==> config.mk <==
export PLATFORM = sky130hd
export DESIGN_NAME = pipeline_hazard_ctrl
export DESIGN_NICKNAME = d
export VERILOG_FILES = /design/src/rtl/pipeline_hazard_ctrl.sv
export SDC_FILE = /design/constraint.sdc
export NUM_CORES = 1
export LEC_CHECK = 0
export CORE_ASPECT_RATIO = 1.4
export CORE_MARGIN = 10
export CORE_UTILIZATION = 49
export CTS_BUF_LIST = sky130_fd_sc_hd__clkbuf_4
export DETAILED_ROUTE_END_ITERATION = 8
export GPL_ROUTABILITY_DRIVEN = 0
export MAX_ROUTING_LAYER = met4
export PLACE_DENSITY = 0.91
export SYNTH_ARGS = -nofsm -noshare
export SYNTH_HDL_FRONTEND = slang
export SYNTH_SLANG_ARGS = --single-unit
==> constraint.sdc <==
create_clock -name clk -period 2.8 [get_ports clk]
set_input_delay 0.7 -clock clk [delete_from_list [all_inputs] [get_ports clk]]
set_output_delay 0.7 -clock clk [all_outputs]
set_load 0.03 [all_outputs]
==> src/rtl/pipeline_hazard_ctrl.sv <==
// Central stall/flush controller for the 5-stage pipeline.
// Produces per-stage enables and active-low clears (clear overrides enable
// in the stage registers), detects load-use and branch-mispredict hazards,
// freezes on data-memory wait with a timeout, and handles halt/resume.
// Stage strobes are combinational; FSM, wait counter and statistics are registered.
module pipeline_hazard_ctrl #(
   parameter int RW          = 5,
   parameter int CNT_W       = 16,
   parameter int MEM_TIMEOUT = 64
) (
   input  logic             clk,
   input  logic             rst,
   input  logic [RW-1:0]    id_rs,
   input  logic [RW-1:0]    id_rt,
   input  logic             id_uses_rs,
   input  logic             id_uses_rt,
   input  logic [RW-1:0]    ex_rd,
   input  logic             ex_regfile_w_en,
   input  logic             ex_r_datamem,
   input  logic             ex_is_branch,
   input  logic             ex_taken,
   input  logic             ex_pred_taken,
   input  logic             mem_busy,
   input  logic             halt_req,
   input  logic             resume,
   output logic             en_pc,
   output logic             en_ifid,
   output logic             en_idex,
   output logic             en_exmem,
   output logic             en_memwb,
   output logic             clear_ifid_n,
   output logic             clear_idex_n,
   output logic             clear_exmem_n,
   output logic             clear_memwb_n,
   output logic             redirect,
   output logic             halted,
   output logic             mem_timeout_err,
   output logic [CNT_W-1:0] stall_cnt,
   output logic [CNT_W-1:0] flush_cnt
);

   localparam int WC_W = $clog2(MEM_TIMEOUT + 1);

   typedef enum logic [1:0] {
      ST_RUN      = 2'd0,
      ST_MEM_WAIT = 2'd1,
      ST_HALTED   = 2'd2
   } state_t;

   state_t            state_q, state_d;
   logic [WC_W-1:0]   wait_q, wait_d;
   logic [CNT_W-1:0]  stall_q, stall_d;
   logic [CNT_W-1:0]  flush_q, flush_d;
   logic              err_q, err_d;
   logic              load_use_s;
   logic              mispredict_s;
   logic              run_eval_s;

   // Hazard detection terms; r0 is never a real dependency.
   always_comb begin
      load_use_s   = ex_r_datamem & ex_regfile_w_en & (ex_rd != {RW{1'b0}}) &
                     ((id_uses_rs & (id_rs == ex_rd)) | (id_uses_rt & (id_rt == ex_rd)));
      mispredict_s = ex_is_branch & (ex_taken != ex_pred_taken);
   end

   // Next-state, counter update and stage strobe generation.
   always_comb begin
      state_d       = state_q;
      wait_d        = wait_q;
      stall_d       = stall_q;
      flush_d       = flush_q;
      err_d         = err_q;
      run_eval_s    = 1'b0;
      en_pc         = 1'b1;
      en_ifid       = 1'b1;
      en_idex       = 1'b1;
      en_exmem      = 1'b1;
      en_memwb      = 1'b1;
      clear_ifid_n  = 1'b1;
      clear_idex_n  = 1'b1;
      clear_exmem_n = 1'b1;
      clear_memwb_n = 1'b1;
      redirect      = 1'b0;
      halted        = 1'b0;

      case (state_q)
         ST_RUN: begin
            run_eval_s = 1'b1;
         end
         ST_MEM_WAIT: begin
            if (mem_busy) begin
               {en_pc, en_ifid, en_idex, en_exmem, en_memwb} = 5'b00000;
               if (wait_q >= WC_W'(MEM_TIMEOUT - 1)) begin
                  err_d   = 1'b1;
                  state_d = ST_HALTED;
                  wait_d  = {WC_W{1'b0}};
               end else begin
                  wait_d = wait_q + WC_W'(1);
               end
            end else begin
               // Memory released: the held instructions resolve this cycle.
               run_eval_s = 1'b1;
            end
         end
         ST_HALTED: begin
            halted = 1'b1;
            {en_pc, en_ifid, en_idex, en_exmem, en_memwb} = 5'b00000;
            if (resume) begin
               clear_memwb_n = 1'b0;
               state_d       = ST_RUN;
            end else begin
               state_d = ST_HALTED;
            end
         end
         default: begin
            {en_pc, en_ifid, en_idex, en_exmem, en_memwb} = 5'b00000;
            state_d = ST_RUN;
            wait_d  = {WC_W{1'b0}};
         end
      endcase

      if (run_eval_s) begin
         state_d = ST_RUN;
         wait_d  = {WC_W{1'b0}};
         if (halt_req) begin
            {en_pc, en_ifid, en_idex, en_exmem, en_memwb} = 5'b00000;
            state_d = ST_HALTED;
         end else if (mem_busy) begin
            {en_pc, en_ifid, en_idex, en_exmem, en_memwb} = 5'b00000;
            state_d = ST_MEM_WAIT;
            wait_d  = WC_W'(1);
         end else if (mispredict_s) begin
            redirect     = 1'b1;
            clear_ifid_n = 1'b0;
            clear_idex_n = 1'b0;
            flush_d      = (&flush_q) ? flush_q : flush_q + CNT_W'(1);
         end else if (load_use_s) begin
            en_pc        = 1'b0;
            en_ifid      = 1'b0;
            clear_idex_n = 1'b0;
            stall_d      = (&stall_q) ? stall_q : stall_q + CNT_W'(1);
         end else begin
            redirect = 1'b0;
         end
      end else begin
         run_eval_s = 1'b0;
      end

      if (rst) begin
         {en_pc, en_ifid, en_idex, en_exmem, en_memwb}              = 5'b00000;
         {clear_ifid_n, clear_idex_n, clear_exmem_n, clear_memwb_n} = 4'b0000;
         redirect = 1'b0;
         halted   = 1'b0;
      end else begin
         redirect = redirect;
      end
   end

   // State, wait counter, sticky error and statistics registers.
   always_ff @(posedge clk) begin
      if (rst) begin
         state_q <= ST_RUN;
         wait_q  <= {WC_W{1'b0}};
         stall_q <= {CNT_W{1'b0}};
         flush_q <= {CNT_W{1'b0}};
         err_q   <= 1'b0;
      end else begin
         state_q <= state_d;
         wait_q  <= wait_d;
         stall_q <= stall_d;
         flush_q <= flush_d;
         err_q   <= err_d;
      end
   end

   assign stall_cnt       = stall_q;
   assign flush_cnt       = flush_q;
   assign mem_timeout_err = err_q;

endmodule
==> flow_summary.toml, run 1 <==
[place]
buffer_ports.inserted = 70
estimated_wirelength_of_the_detail_placed_design_mm = 5.29
placement.setup.worst_slack_ns = -0.330
detailed_place.area_um2 = 3240

[timing]
grt_setup_unrepaired = "false"
final.period_utilization_pct = 98.7
finalHoldViolCount = 0
time_the_final_worst_path_needs_with_i_o_delays_and_setup_ns = 2.76
worst_slack_ns = 0.0377
slew_violations = 0
maxSlewHeadroom_pct = 63.8
tightest_slew_ns = 0.538
timing.final.setup_violations = 0
timing.clock.skew_ns = 0.0151
max_freq_mhz = 362

[floorplan]
placement_rows = 30
initial_cell_density_of_the_core_pct = 50.2
pin_count = 71
design.core.area_um2 = 4800
die_area_um2 = 8170
die_x_um = 79.3
die_y_um = 103

[min_path]
hold_start = "wait_q[6]$_SDFFE_PP0P_"
hold_path_end = "wait_q[6]$_SDFFE_PP0P_"
holdCritPathClass = "register to register"
hold_path_depth = 1

[critical_path]
timing.rr.start = "state_q[1]$_SDFFE_PP0P_"
path_class = "input port to output port"
arrival_time_at_the_worst_endpoint_ns = 2.06
setup.reg_to_reg.worst_slack_ns = 0.54
worst-path-max-fanout = 2
startpoint_type = "input port"
reg2reg_depth = 9
crit_path_end_kind = "output port"
rr_endpoint = "stall_cnt[14]$_SDFFE_PP0P_"
critPathRequiredTime_ns = 2.10

[synth]
synth_async_sr_flop_share_pct = 0
synth_register_bits = 42
yosysUniqueCellTypes = 55
synth_enable_flop_cells = 0
synth.avg_cell_area_um2 = 8.80
synthesis_warning_total = 0
synth_nets = 307
synth_top_flop_cell = "dfxtp_1"
netlist_instances = 274
synth-seq-area-share_pct = 34.9
mapped_area_um2 = 2410

[detailed_routing]
drt_wl_total_mm = 6.90
initialDrtViolationCount = 140
detailroute.via_count = 2342
avg_wl_per_cell_um = 16.0
post-route-drc-count = 0
drtPass1Iterations = 4
post_drt_antenna_nets = 0
drt-vias-per-instance = 5.43

[global_routing]
largest_net_degree_at_the_start_of_global_routing = 24
grt_first_pass_wirelength_mm = 11.1
first_global_vias = 2408
globalRouteTotalUtil_pct = 17.4
antenna_violations_before_repair = 1
grt_overflow_total = 0

[pwr]
static-leakage-power_nw = 1.25
vdd_drop_max_mv = 0.297
power_density_normalized_to_cell_area_nw_per_um2 = 350

[layout]
layout.cells.most_common = "clkdlybuf4s50_1"
finish.instance_area_um2 = 3370
final.fill_count = 382
num-nets-final = 398
final_cell_mix = "clkdlybuf4s50_1 (49), dfxtp_1 (42), nor2_1 (38)"
layout_overhead_on_the_synthesized_area_pct = 39.6
post_route_cells_drive_above_1_share_pct = 19.1
post-route-util_pct = 70.1

[clock_network]
cts_h_tree_lvls = 2
clk-insertion-delay-late_ns = 0.37
number_of_sinks_driven_by_the_clock_tree = 42
cts_root_buf = "clkbuf_4"
tritoncts = "done"
cts-buffers-inserted = 5
clk_path_buf_depth = 2
worst_setup_hold_path_clk_slew_ns = 0.13

[job]
cap_viol_max_count = 0

[outcome]
outcome = "completed"
-- registers in the layout, summed over array words and instances, names as in the netlist --
register / count
state_q: 2
mem_timeout_err: 1
flush_cnt: 16
wait_q: 7
stall_cnt: 16
-- where the power goes --
group | switching [mW] | total [mW] | internal [mW]
sequential | 0.00301 | 0.604 | 0.601
clock | 0.212 | 0.402 | 0.190
combinational | 0.0881 | 0.174 | 0.0861
total | 0.303 | 1.18 | 0.876
-- worst max-delay path by stage --
stage	to	depth (start not counted)	slack, ns	from
2_1_floorplan	en_pc	5	-0.12	ex_rd[1]
3_3_place_gp	en_pc	6	-0.32	ex_rd[1]
3_5_place_dp	en_pc	6	-0.33	ex_rd[1]
4_1_cts	en_pc	6	0.006	ex_rd[3]
5_1_grt	clear_idex_n	7	0.009	id_rs[2]
6_report	en_ifid	6	0.04	ex_rd[3]
-- what timing repair did --
item / in CTS / in global routing
setup endpoints to repair: 4 / 3
setup buffers: 1 / 1
hold buffers: 0 / 0
pin swaps: 8 / 7
gates resized for setup: 22 / 5
-- logic make-up (layout without fill, tap and decap cells) --
family	after synthesis	count (layout)	synth area share (%)
AO/OA/AOI/OAI	42	42	12.2
XOR/XNOR	31	31	11.3
adder cells (fa/ha/maj)	6	6	3.11
buffers and inverters	21	113	6.75
flip-flops	42	42	34.9
multiplexers	6	6	2.75
other	0	1	0
AND/OR/NAND/NOR	126	126	29.0
-- synth_stat cells (4+ instances only) --
cell,number,area (um^2)
nor2_1,39,146
nand4_1,15,93.8
nor3_1,4,20.0
inv_1,9,33.8
mux2i_1,4,40.0
nand3_1,8,40.0
nor2b_1,5,31.3
ha_1,6,75.1
or3_1,6,37.5
nand2_1,21,78.8
a21oi_1,12,60.1
xnor2_1,15,131
or4_1,5,37.5
dfxtp_1,42,841
xor2_1,16,140
o21ai_0,8,40.0
clkbuf_1,4,15.0
-- worst max-delay path, cell delays in order --
cell	delay (ns)
clkdlybuf4s15_1	0.20
or4_4	0.50
nor2_4	0.13
nor2_2	0.06
a311oi_4	0.28
buf_6	0.19
-- area by class of cell --
| class | instances | area, um^2 | area share [%] |
|---|---|---|---|
| Tap cell | 64 | 80.1 | 2.38 |
| Clock buffer | 5 | 37.5 | 1.12 |
| Clock inverter | 3 | 43.8 | 1.30 |
| Sequential cell | 42 | 841 | 25.0 |
| Antenna cell | 1 | 2.50 | 0.0743 |
| Timing Repair Buffer | 96 | 870 | 25.8 |
| Multi-Input combinational cell | 211 | 1460 | 43.3 |
| Inverter | 9 | 33.8 | 1.00 |
-- metal layers --
| layer | wire, um | GRT usage (%) |
|---|---|---|
| met5 | 0 | - |
| met4 | 147 | 6.78 |
| met3 | 282 | 3.93 |
| met2 | 3760 | 31.3 |
| met1 | 2710 | 17.9 |
-- through the flow --
stage | std cells | total power [mW] | hold WS (ns) | setup TNS [ns]
floorplan | 274 | 0.703 | 0.424 | -0.120
global placement | 420 | 0.782 | 0.450 | -1.45
CTS | 429 | 1.18 | 0.478 | 0
detailed placement | 420 | 0.787 | 0.442 | -2.67
finish | 431 | 1.18 | 0.471 | 0
global route | 431 | 1.22 | 0.499 | 0
No activity file was read; power rests on OpenSTA's default activity.
==> run 2, diff against run 1 <==
Settings changed: CORE_UTILIZATION 49 to 44, PLACE_DENSITY 0.91 to 0.87.
Clock period 2.8 ns to 2.23 ns, I/O delays scaled along.
==> run 2 against run 1 <==
  * The flow now finishes with violations (setup timing)
  * Combinational power increased by 43%
  * Hold slack improved by 0.0031 ns
  * Global-route usage decreased by 1.6 points
  * Setup slack got worse by 0.19 ns
  * Non-clock buffer count increased by 12
  * Critical path depth unchanged
  * Final area increased by 5.8%
  * Core utilization decreased by 2.1 points
  * Clock skew increased by 0.0063 ns
  * Final cell count increased by 2.8%
  * Sequential share of layout area decreased by 1.3 points
  * Sequential cell count unchanged
==> flow_summary.toml, run 2 (same netlist as run 1, synthesis figures left out) <==
[layout]
num-nets-final = 410
layout_overhead_on_the_synthesized_area_pct = 47.6
layout.cells.most_common = "clkdlybuf4s50_1"
final.fill_count = 417
num_antenna_cells = 0
post_route_cells_drive_above_1_share_pct = 24.9
finish.instance_area_um2 = 3560
post-route-util_pct = 68.0
ff_latch_area_um2 = 843
fin_cells = 443
multi_input_area_um2 = 1530
final_cell_mix = "clkdlybuf4s50_1 (41), dfxtp_1 (40), nor2_1 (36), buf_4 (36), nand2_1 (20)"

[clock_network]
cts-buffers-inserted = 5
number_of_sinks_driven_by_the_clock_tree = 42
worst_setup_hold_path_clk_slew_ns = 0.12
cts_h_tree_lvls = 2
cts_hold_buffers = 0
clk-insertion-delay-late_ns = 0.35
cts_root_buf = "clkbuf_4"
clk_path_buf_depth = 2
tritoncts = "done"

[place]
cells_after_dpl = 427
placement.setup.worst_slack_ns = -0.581
estimated_wirelength_of_the_detail_placed_design_mm = 5.24
buffer_ports.inserted = 70
detailed_place.area_um2 = 3310

[outcome]
violated_checks = "setup timing"
outcome = "finished, violations left"

[timing]
grt_setup_unrepaired = "true"
final.period_utilization_pct = 107
time_the_final_worst_path_needs_with_i_o_delays_and_setup_ns = 2.38
timing.clock.skew_ns = 0.0214
tightest_slew_ns = 0.465
max_freq_mhz = 421
slew_violations = 0
timing.final.setup_violations = 5
worst_slack_ns = -0.147
finalHoldViolCount = 0
holdWs_ns = 0.475
maxSlewHeadroom_pct = 68.7

[critical_path]
startpoint_type = "input port"
worst-path-max-fanout = 5
critPathRequiredTime_ns = 1.67
setup.reg_to_reg.worst_slack_ns = 0.19
crit_path_end_kind = "output port"
reg2reg_depth = 9
rr_endpoint = "stall_cnt[14]$_SDFFE_PP0P_"
path_class = "input port to output port"
timing.critical_path.from = "mem_busy"
arrival_time_at_the_worst_endpoint_ns = 1.82
timing.rr.start = "state_q[0]$_SDFFE_PP0P_"

[global_routing]
first_global_vias = 2443
antenna_violations_before_repair = 0
grt_overflow_total = 0
largest_net_degree_at_the_start_of_global_routing = 17
grt_first_pass_wirelength_mm = 11.0
globalRouteTotalUtil_pct = 15.7

[detailed_routing]
post-route-drc-count = 0
drt-vias-per-instance = 5.39
drtPass1Iterations = 4
initialDrtViolationCount = 89
avg_wl_per_cell_um = 15.7
post_drt_antenna_nets = 0
detailroute.via_count = 2389
drt_wl_total_mm = 6.96

[floorplan]
die_x_um = 82.6
placement_rows = 31
initial_cell_density_of_the_core_pct = 46.0
die_y_um = 108
die_area_um2 = 8880
pin_count = 71
design.core.area_um2 = 5240

[pwr]
vdd_drop_max_mv = 0.265
static-leakage-power_nw = 1.36
power_density_normalized_to_cell_area_nw_per_um2 = 413

[job]
cap_viol_max_count = 0

[min_path]
hold_path_depth = 1
holdCritPathClass = "register to register"
hold_start = "wait_q[6]$_SDFFE_PP0P_"
hold_path_end = "wait_q[6]$_SDFFE_PP0P_"
## run 2: what timing repair did
item | 4_1_cts | 5_1_grt
resized for setup | 47 | 17
gates cloned | 0 | 1
setup buffers | 4 | 4
pin swaps | 19 | 10
endpoints found under the setup margin | 21 | 16
## run 2: how the worst max path moves through the flow
stage,to,cells past startpoint
final,en_ifid,6
after floorplan,en_pc,5
after detailed placement,clear_idex_n,7
after CTS,en_ifid,6
after global routing,en_pc,6
after global placement,clear_idex_n,7
## run 2: critical path, stage by stage
cell and delay (ns):
dlygate4sd2_1 0.31, nor2_4 0.19, o21ai_4 0.09, buf_4 0.17, a311oi_4 0.31, buf_6 0.18
## run 2: routing by layer
metal | global-route usage [%] | routed length (um)
met1 | 16.0 | 2670
met2 | 28.3 | 3800
met3 | 4.01 | 425
met4 | 4.80 | 64
met5 | - | 0
## run 2: stage by stage
stage | total power [mW] | setup TNS (ns)
final | 1.47 | -0.529
after global routing | 1.53 | -0.818
after CTS | 1.46 | -0.667
after detailed placement | 0.998 | -12.37
after global placement | 0.992 | -10.09
after floorplan | 0.887 | -0.303
## run 2: cell type report
cell class / instances / area share, %
clock buffer: 5 / 1.05
clock inverter: 2 / 0.949
inverter: 9 / 1.02
multi-input combinational: 211 / 42.9
sequential: 42 / 23.7
tap: 66 / 2.32
timing repair buffer: 108 / 28.1
## run 2: power breakdown
part           switching [mW]  internal (mW)
registers             0.00475          0.754
clock network           0.236          0.227
logic                   0.123          0.125
